[src/rtl/mux_sched_pkg.sv]
// mux_sched_pkg: shared constants and types for the round-robin result-bus scheduler
package mux_sched_pkg;
    localparam int NUM_SRC = 4;
    localparam int SEL_W   = 2;
    typedef enum logic {IDLE, HOLD} sched_state_t;
    localparam logic [SEL_W-1:0] SRC_00 = 2'd0;
    localparam logic [SEL_W-1:0] SRC_01 = 2'd1;
    localparam logic [SEL_W-1:0] SRC_10 = 2'd2;
    localparam logic [SEL_W-1:0] SRC_11 = 2'd3;
endpackage

[src/rtl/mux_rr_scheduler_rr_picker.sv]
// rr_picker: first requesting source found starting at the priority pointer, wrapping modulo 4
module rr_picker
    import mux_sched_pkg::*;
(
    input  logic [NUM_SRC-1:0] i_ereq,
    input  logic [SEL_W-1:0]   i_ptr,
    output logic               o_any,
    output logic [SEL_W-1:0]   o_winner
);
    logic [SEL_W-1:0] w_idx;
    logic             w_found;
    always_comb begin
        o_winner = i_ptr;
        w_found  = 1'b0;
        w_idx    = i_ptr;
        for (int k = 0; k < NUM_SRC; k++) begin
            w_idx = i_ptr + SEL_W'(k);
            if (!w_found && i_ereq[w_idx]) begin
                o_winner = w_idx;
                w_found  = 1'b1;
            end
        end
    end
    assign o_any = |i_ereq;
endmodule

[src/rtl/mux_rr_scheduler.sv]
// mux_rr_scheduler: fair round-robin grant of four sources onto one result bus,
// each granted word held stable for HOLD_CYCLES clocks
module mux_rr_scheduler
    import mux_sched_pkg::*;
#(
    parameter int WIDTH       = 16,
    parameter int HOLD_CYCLES = 4
) (
    input  logic               i_clk,
    input  logic               i_rst,
    input  logic [NUM_SRC-1:0] i_req,
    input  logic [WIDTH-1:0]   i_in_00,
    input  logic [WIDTH-1:0]   i_in_01,
    input  logic [WIDTH-1:0]   i_in_10,
    input  logic [WIDTH-1:0]   i_in_11,
    output logic [NUM_SRC-1:0] o_ack,
    output logic [WIDTH-1:0]   o_out_data,
    output logic [SEL_W-1:0]   o_out_sel,
    output logic               o_out_valid,
    output logic               o_busy
);
    localparam int CNT_W = $clog2(HOLD_CYCLES + 1);

    sched_state_t       r_state;
    logic [CNT_W-1:0]   r_cnt;
    logic [SEL_W-1:0]   r_ptr;
    logic [SEL_W-1:0]   r_sel;
    logic [NUM_SRC-1:0] r_ack;
    logic [WIDTH-1:0]   r_data;
    logic               r_valid;
    logic               r_busy;

    logic [NUM_SRC-1:0] w_ereq;
    logic               w_any;
    logic               w_grant;
    logic [SEL_W-1:0]   w_winner;
    logic [WIDTH-1:0]   w_data;

    // A source's request is ignored in the cycle it is being acknowledged
    assign w_ereq = i_req & ~r_ack;

    rr_picker u_picker (
        .i_ereq   (w_ereq),
        .i_ptr    (r_ptr),
        .o_any    (w_any),
        .o_winner (w_winner)
    );

    always_comb
        w_data = (w_winner == SRC_00) ? i_in_00 :
                 (w_winner == SRC_01) ? i_in_01 :
                 (w_winner == SRC_10) ? i_in_10 : i_in_11;

    assign w_grant = w_any && (r_state == IDLE || r_cnt == '0);

    always_ff @(posedge i_clk) begin
        if (i_rst) begin
            r_state <= IDLE;
            r_cnt   <= '0;
            r_ptr   <= SRC_00;
            r_sel   <= SRC_00;
            r_ack   <= '0;
            r_data  <= '0;
            r_valid <= 1'b0;
            r_busy  <= 1'b0;
        end else begin
            r_ack <= '0;
            if (w_grant) begin
                r_state <= HOLD;
                r_data  <= w_data;
                r_sel   <= w_winner;
                r_valid <= 1'b1;
                r_busy  <= 1'b1;
                r_ack   <= NUM_SRC'(1) << w_winner;
                r_cnt   <= CNT_W'(HOLD_CYCLES - 1);
                r_ptr   <= w_winner + SEL_W'(1);
            end else if (r_state == HOLD) begin
                if (r_cnt != '0) begin
                    r_cnt <= r_cnt - CNT_W'(1);
                end else begin
                    r_state <= IDLE;
                    r_valid <= 1'b0;
                    r_busy  <= 1'b0;
                end
            end
        end
    end

    assign o_ack       = r_ack;
    assign o_out_data  = r_data;
    assign o_out_sel   = r_sel;
    assign o_out_valid = r_valid;
    assign o_busy      = r_busy;
endmodule
[config.mk]
export PLATFORM = sky130hd
export DESIGN_NAME = mux_rr_scheduler
export DESIGN_NICKNAME = d
export VERILOG_FILES = /design/src/rtl/mux_sched_pkg.sv /design/src/rtl/mux_rr_scheduler_rr_picker.sv /design/src/rtl/mux_rr_scheduler.sv
export SDC_FILE = /design/constraint.sdc
export NUM_CORES = 1
export LEC_CHECK = 0
export ABC_AREA = 1
export ABC_CLOCK_PERIOD_IN_PS = 5300
export CAP_MARGIN = 20
export CORE_ASPECT_RATIO = 1.2
export CORE_MARGIN = 2
export CORE_UTILIZATION = 43
export DETAILED_ROUTE_END_ITERATION = 10
export PLACE_DENSITY = 0.83
export RECOVER_POWER = 100
export SLEW_MARGIN = 10
export SYNTH_ARGS = -nofsm -noshare
export SYNTH_HDL_FRONTEND = slang
export SYNTH_SLANG_ARGS = --single-unit
[constraint.sdc]
create_clock -name i_clk -period 5.3 [get_ports i_clk]
set_clock_uncertainty 0.2 [all_clocks]
set_input_delay 1.06 -clock i_clk [delete_from_list [all_inputs] [get_ports i_clk]]
set_output_delay 1.06 -clock i_clk [all_outputs]
set_load 0.005 [all_outputs]
# Word-level counts from Yosys, hierarchy flattened
# Index checks and enable logic that the tools add are counted.
[totals]
regBits = 29
input_bits = 70
output_inout_bits = 24
wordCells = 70
[op_classes]
n_addsub = 5
n_lt_le_gt_ge = 4
n_eq_ne = 3
n_shift = 1
muxes = 26
n_bitwise = 4
reduce_logical = 19
[op_table]
columns = ["cell", "n"]
rows = [
  ["$mux W16", 3],
  ["$mux W1", 13],
  ["$lt A2 B3 Y1 const B", 4],
  ["$mux W2", 6],
  ["$bmux W1 S2", 4],
  ["$reduce_and A2 Y1", 3],
  ["$add A2 B1 Y2 const B", 2],
  ["$add A2 B2 Y2 const B", 2],
  ["$and A4 B4 Y4", 1],
  ["$logic_and A1 B1 Y1", 4],
  ["$not A4 Y4", 1],
  ["$reduce_bool A2 Y1", 2],
  ["$reduce_or A2 Y1", 2],
  ["$reduce_or A4 Y1", 1],
  ["$shl A1 B2 Y4 const A", 1],
  ["$logic_not A1 Y1", 3],
  ["$logic_not A3 Y1", 1],
  ["$reduce_bool A3 Y1", 1],
  ["$sub A3 B1 Y3 const B", 1],
  ["$eq A2 B1 Y1 const B", 1],
  ["$eq A2 B2 Y1 const B", 1],
  ["$logic_not A2 Y1", 1],
  ["$ne A2 B2 Y1 const B", 1],
  ["$not A1 Y1", 2],
  ["$logic_or A1 B1 Y1", 1],
]

# Longest topological paths before layout
[logic_depth]
depth_word = 18
mapped_depth = 19
ltp_nobuf = 16

# Modules after synthesis
# From an unflattened synthesis, not the netlist that was laid out.
[hier_totals]
cells_unflattened = 355
area_unflattened_um2 = 2074.5
[modules_own_cells]
columns = ["module", "instances", "cells_each", "area_per_inst_um2", "seq_area_each_um2"]
rows = [
  ["mux_rr_scheduler", 1, 293, 1781.7, 580.6],
  ["rr_picker", 1, 62, 292.8, 0.0],
]

# Least setup slack after synthesis
# No wires, ideal clock.
[synth_timing]
path_type = "input -> register"
start = "input i_req[1]"
end = "register r_data[10] (netlist: o_out_data[10])"
arrival_time_ns = 2.876
required_time_ns = 5.041
setup_slack_ns = 2.165
stages = 16
cell_sequence = "nand3_1 > nand3_1 > nand2_1 > nand3_2 > nand2_1 > nand2_1 > nand3_1 > nand2_2 > ha_1 > buf_2 > inv_1 > buf_2 > nor2_1 > o311ai_0 > o211ai_1 > nand2_1"
[synth_via]
elab_chain_cells = 17
elab_cells_between_ends = 29
cone_classes = "2 x eq/ne; 17 x mux; 1 x bitwise; 9 x reduce/logical"
[synth_lines]
columns = ["item", "line", "rtl"]
rows = [
  ["from (decl)", "mux_rr_scheduler.sv:11", "input logic [NUM_SRC-1:0] i_req,"],
  ["$and A4 B4 Y4 (*)", "mux_rr_scheduler.sv:40", "assign w_ereq = i_req & ~r_ack;"],
  ["$bmux W1 S2", "mux_rr_scheduler_rr_picker.sv:18", "if (!w_found && i_ereq[w_idx]) begin"],
  ["$mux W1 (implied by the code)", "mux_rr_scheduler_rr_picker.sv:18", ""],
  ["$mux W1", "mux_rr_scheduler_rr_picker.sv:18", ""],
  ["$logic_not A1 Y1", "mux_rr_scheduler_rr_picker.sv:18", ""],
  ["$logic_and A1 B1 Y1", "mux_rr_scheduler_rr_picker.sv:18", ""],
  ["$mux W1", "mux_rr_scheduler_rr_picker.sv:18", ""],
  ["$logic_not A1 Y1", "mux_rr_scheduler_rr_picker.sv:18", ""],
  ["[... 2 more ...]", "--", ""],
  ["$logic_not A1 Y1", "mux_rr_scheduler_rr_picker.sv:18", ""],
  ["$logic_and A1 B1 Y1", "mux_rr_scheduler_rr_picker.sv:18", ""],
  ["$mux W2 (*)", "mux_rr_scheduler_rr_picker.sv:18", ""],
  ["net u_picker.o_winner[1]", "mux_rr_scheduler_rr_picker.sv:8", "output logic [SEL_W-1:0] o_winner"],
  ["$eq A2 B2 Y1", "mux_rr_scheduler.sv:52", "(w_winner == SRC_10) ? i_in_10 : i_in_11;"],
  ["$mux W16", "mux_rr_scheduler.sv:52", ""],
  ["$mux W16", "mux_rr_scheduler.sv:51", "(w_winner == SRC_01) ? i_in_01 :"],
  ["$mux W16 (*)", "mux_rr_scheduler.sv:50", "w_data = (w_winner == SRC_00) ? i_in_00 :"],
  ["to (signal assigned)", "mux_rr_scheduler.sv:70", "r_data <= w_data;"],
  ["to (decl)", "mux_rr_scheduler.sv:29", "logic [WIDTH-1:0] r_data;"],
]
# The timed path passes the listed nets; every way through them passes the cells marked *. The select of a mux whose other input is x is not followed.
# A chain may end at the register's enable or synchronous reset.

# Final worst setup path
[layout_timing]
start = "input i_req[1]"
end = "register r_data[12] (netlist: o_out_data[12])"
# The elaborated chain is that of the path after synthesis.

==> flow_summary.ini <==
[cells_and_area]
area_delta_synth_final_pct = 57.0
drive_above_1_share_pct = 7.58
layout_common_cells = 85 x nand2_1, 68 x clkdlybuf4s50_1, 41 x nor2_1, 29 x dfxtp_1, 25 x dlygate4sd3_1
antennaDiodeCount = 0
stdcell_area_um2 = 2810
nNetsFinal = 430
final_common_cell = nand2_1

[synth]
syn_inst = 268
synth_seq_cells = 29
netlist_area_um2 = 1790
synth-main-ff-cell = dfxtp_1
synth_fp_nets = 343
synthTopCellsByArea = dfxtp_1 32%, nand2_1 17%, nor2_1 8.6%
avgSynthCellArea_um2 = 6.68
yosysSeqAreaShare_pct = 32.4
synth_top_area_share_pct = 32.4
synth-edff-count = 0
ys_types = 24
synth_top_area_cell = dfxtp_1
yosys_warnings = 0
ys_async_sr_fraction_pct = 0

[setup_path]
worstSetupPathType = in -> reg
required_ns = 5.30
worstPathMaxFanout = 17
crit_slowest_cell = dlygate4sd3_1
rrSetupSlack_ns = 1.94
path_cells = dlygate4sd3_1 > nand3_1 > nand3_1 > nand2_1 > nand3_1 > nand2_1 > nand2_1 > nand3_1 > nand2_1 > ha_1 > inv_1 > nor2_1 > o311ai_0 > o21ai_0 > o21ai_0
cp-start-kind = input pin
slowest_delay_ns = 0.58
worstRegToRegCells = 15
worstPathArrival_ns = 4.11
crit_path_end_kind = flop

[cts]
cts_root_buf = clkbuf_8
htree_levels = 2
cts_tree = built
clock_path_buffers = 2
cts_sinks = 29
postCtsSetupBuffers = 0
cts.clk_slew.worst_paths_ns = 0.06
clk_latency_ns = 0.28
cts_buffers = 5
holdBufCountCts = 0
ctsResizeCount = 0

[timing]
timing.final.crit_period_ns = 4.11
rsz0062_at_grt = false
finalSetupViolations = 0
timing.final.crit_share_pct = 77.6
tightest_slew_ns = 0.934
finalHoldViolations = 0
slew_viol_final = 0
maxSlewHeadroom_pct = 37.7
layout_setup_ws_ns = 1.19
final.setup.tns_ns = 0
fmax_ghz = 0.243

[placed_design]
place_hpwl_um = 4090
gp_congestion = 0.886
place_ws_ns = 1.02
port_buffers = 93
dpl-instance-area_um2 = 2730

[run_status]
status = completed

[drt]
wire_per_inst_um = 12.8
wl_met2_um = 2620
wl_um = 5240
post_drt_via_cell_ratio = 5.11
drc = 0
highest_layer = met4
drtIter0Drc = 76
drtPass1Iterations = 4
wl_met3_um = 479
vias = 2095
m1WireLength_um = 2060
final_antenna_net_count = 0

[floorplan]
fp.dieH_um = 74.7
core-area_um2 = 3970
dieArea_um2 = 4700
io_pins = 94
fp-row-count = 25
initial_utilization_pct = 45.1
fp.dieW_um = 62.9

[pwr]
p_sw_mw = 0.775
power.internal_mw = 0.827
pwr-share-comb_pct = 65.7
vdd_drop_max_uv = 319
powerDensity_nw_per_um2 = 570
pwr-share-clk_pct = 12.7
pwr-share-seq_pct = 21.7
p_sw_share_pct = 48.4
leakage_nw = 1.28

[job]
drv_cap = 0

[min_path]
min_path_cells = 2
hp-class = reg -> reg

[global_routing]
grt_max_degree = 33
grt.total_usage_pct = 23.3
grt.overflow.total = 0
grt_pass1_wl_um = 8750
grt_antenna_before_repair = 0
grt_pass1_vias = 2021
state kept, by name, summed over array words and instances, names as in the netlist:
name,flops
r_ptr,2
r_cnt,3
o_busy,1
o_out_sel,2
r_state,1
o_ack,4
o_out_data,16
cell type report:
class | instances | area, um2
clock inverters | 1 | 5.00
well taps | 54 | 67.6
multi-input cells | 200 | 1030
clock buffers | 7 | 96.3
fillers | 342 | 1160
repair buffers | 93 | 931
inverters | 26 | 103
flip-flops and latches | 29 | 581
through the flow:
| step | util, % | power [mW] | hold slack [ns] | cells |
|---|---|---|---|---|
| 3_5_place_dp | 68.6 | 1.43 | 0.239 | 402 |
| 6_report | 70.7 | 1.60 | 0.248 | 410 |
| 4_1_cts | 71.1 | 1.65 | 0.253 | 410 |
| 2_1_floorplan | - | 1.12 | 0.240 | 268 |
| 3_3_place_gp | 68.6 | 1.41 | 0.236 | 402 |
| 5_1_grt | 70.7 | 1.77 | 0.274 | 410 |
path summary, 6_finish.rpt:
kind	start	end
worst max-delay path	i_req[1]	o_out_data[12]$_SDFFE_PP0P_
worst min-delay path	o_out_data[0]$_SDFFE_PP0P_	o_out_data[0]$_SDFFE_PP0P_
worst max register to register	r_ptr[0]$_SDFFE_PP0P_	o_out_data[12]$_SDFFE_PP0P_
worst min register to register	o_out_data[0]$_SDFFE_PP0P_	o_out_data[0]$_SDFFE_PP0P_
critical path, delay by kind of cell:
kind / cells / cell delay, ns
buffers and inverters: 2 / 1.05
AND/OR/NAND/NOR: 9 / 0.93
AO/OA/AOI/OAI: 3 / 0.64
adder cells (fa/ha/maj): 1 / 0.44
kinds of logic after synthesis:
group,after synthesis,synth area share [%]
flip-flops,29,32.4
AO/OA/AOI/OAI,40,17.6
adder cells (fa/ha/maj),5,3.49
AND/OR/NAND/NOR,155,37.2
buffers and inverters,39,9.29
synth_stat cells, types with 2 or more instances:
master	instances
nor2_1	41
ha_1	5
inv_2	3
nand2_1	83
clkbuf_1	8
dfxtp_1	29
o211ai_1	16
inv_1	20
a21oi_1	2
clkinv_1	2
nand2_2	10
buf_2	3
nand3_1	14
nand3_2	5
o21ai_0	3
o311ai_0	16
power by group through the flow:
stage	clock [mW]	combinational, mW	sequential (mW)
3_5_place_dp	0	1.08	0.355
6_report	0.203	1.05	0.347
4_1_cts	0.206	1.09	0.352
2_1_floorplan	0	0.779	0.344
3_3_place_gp	0	1.06	0.354
5_1_grt	0.219	1.20	0.359
layer usage:
layer	global-route usage [%]	up-vias
met5	0	-
met3	8.82	8
met2	42.6	88
met1	25.1	940
li1	-	1059
met4	7.90	0
Power figures use the tool's default switching activity.
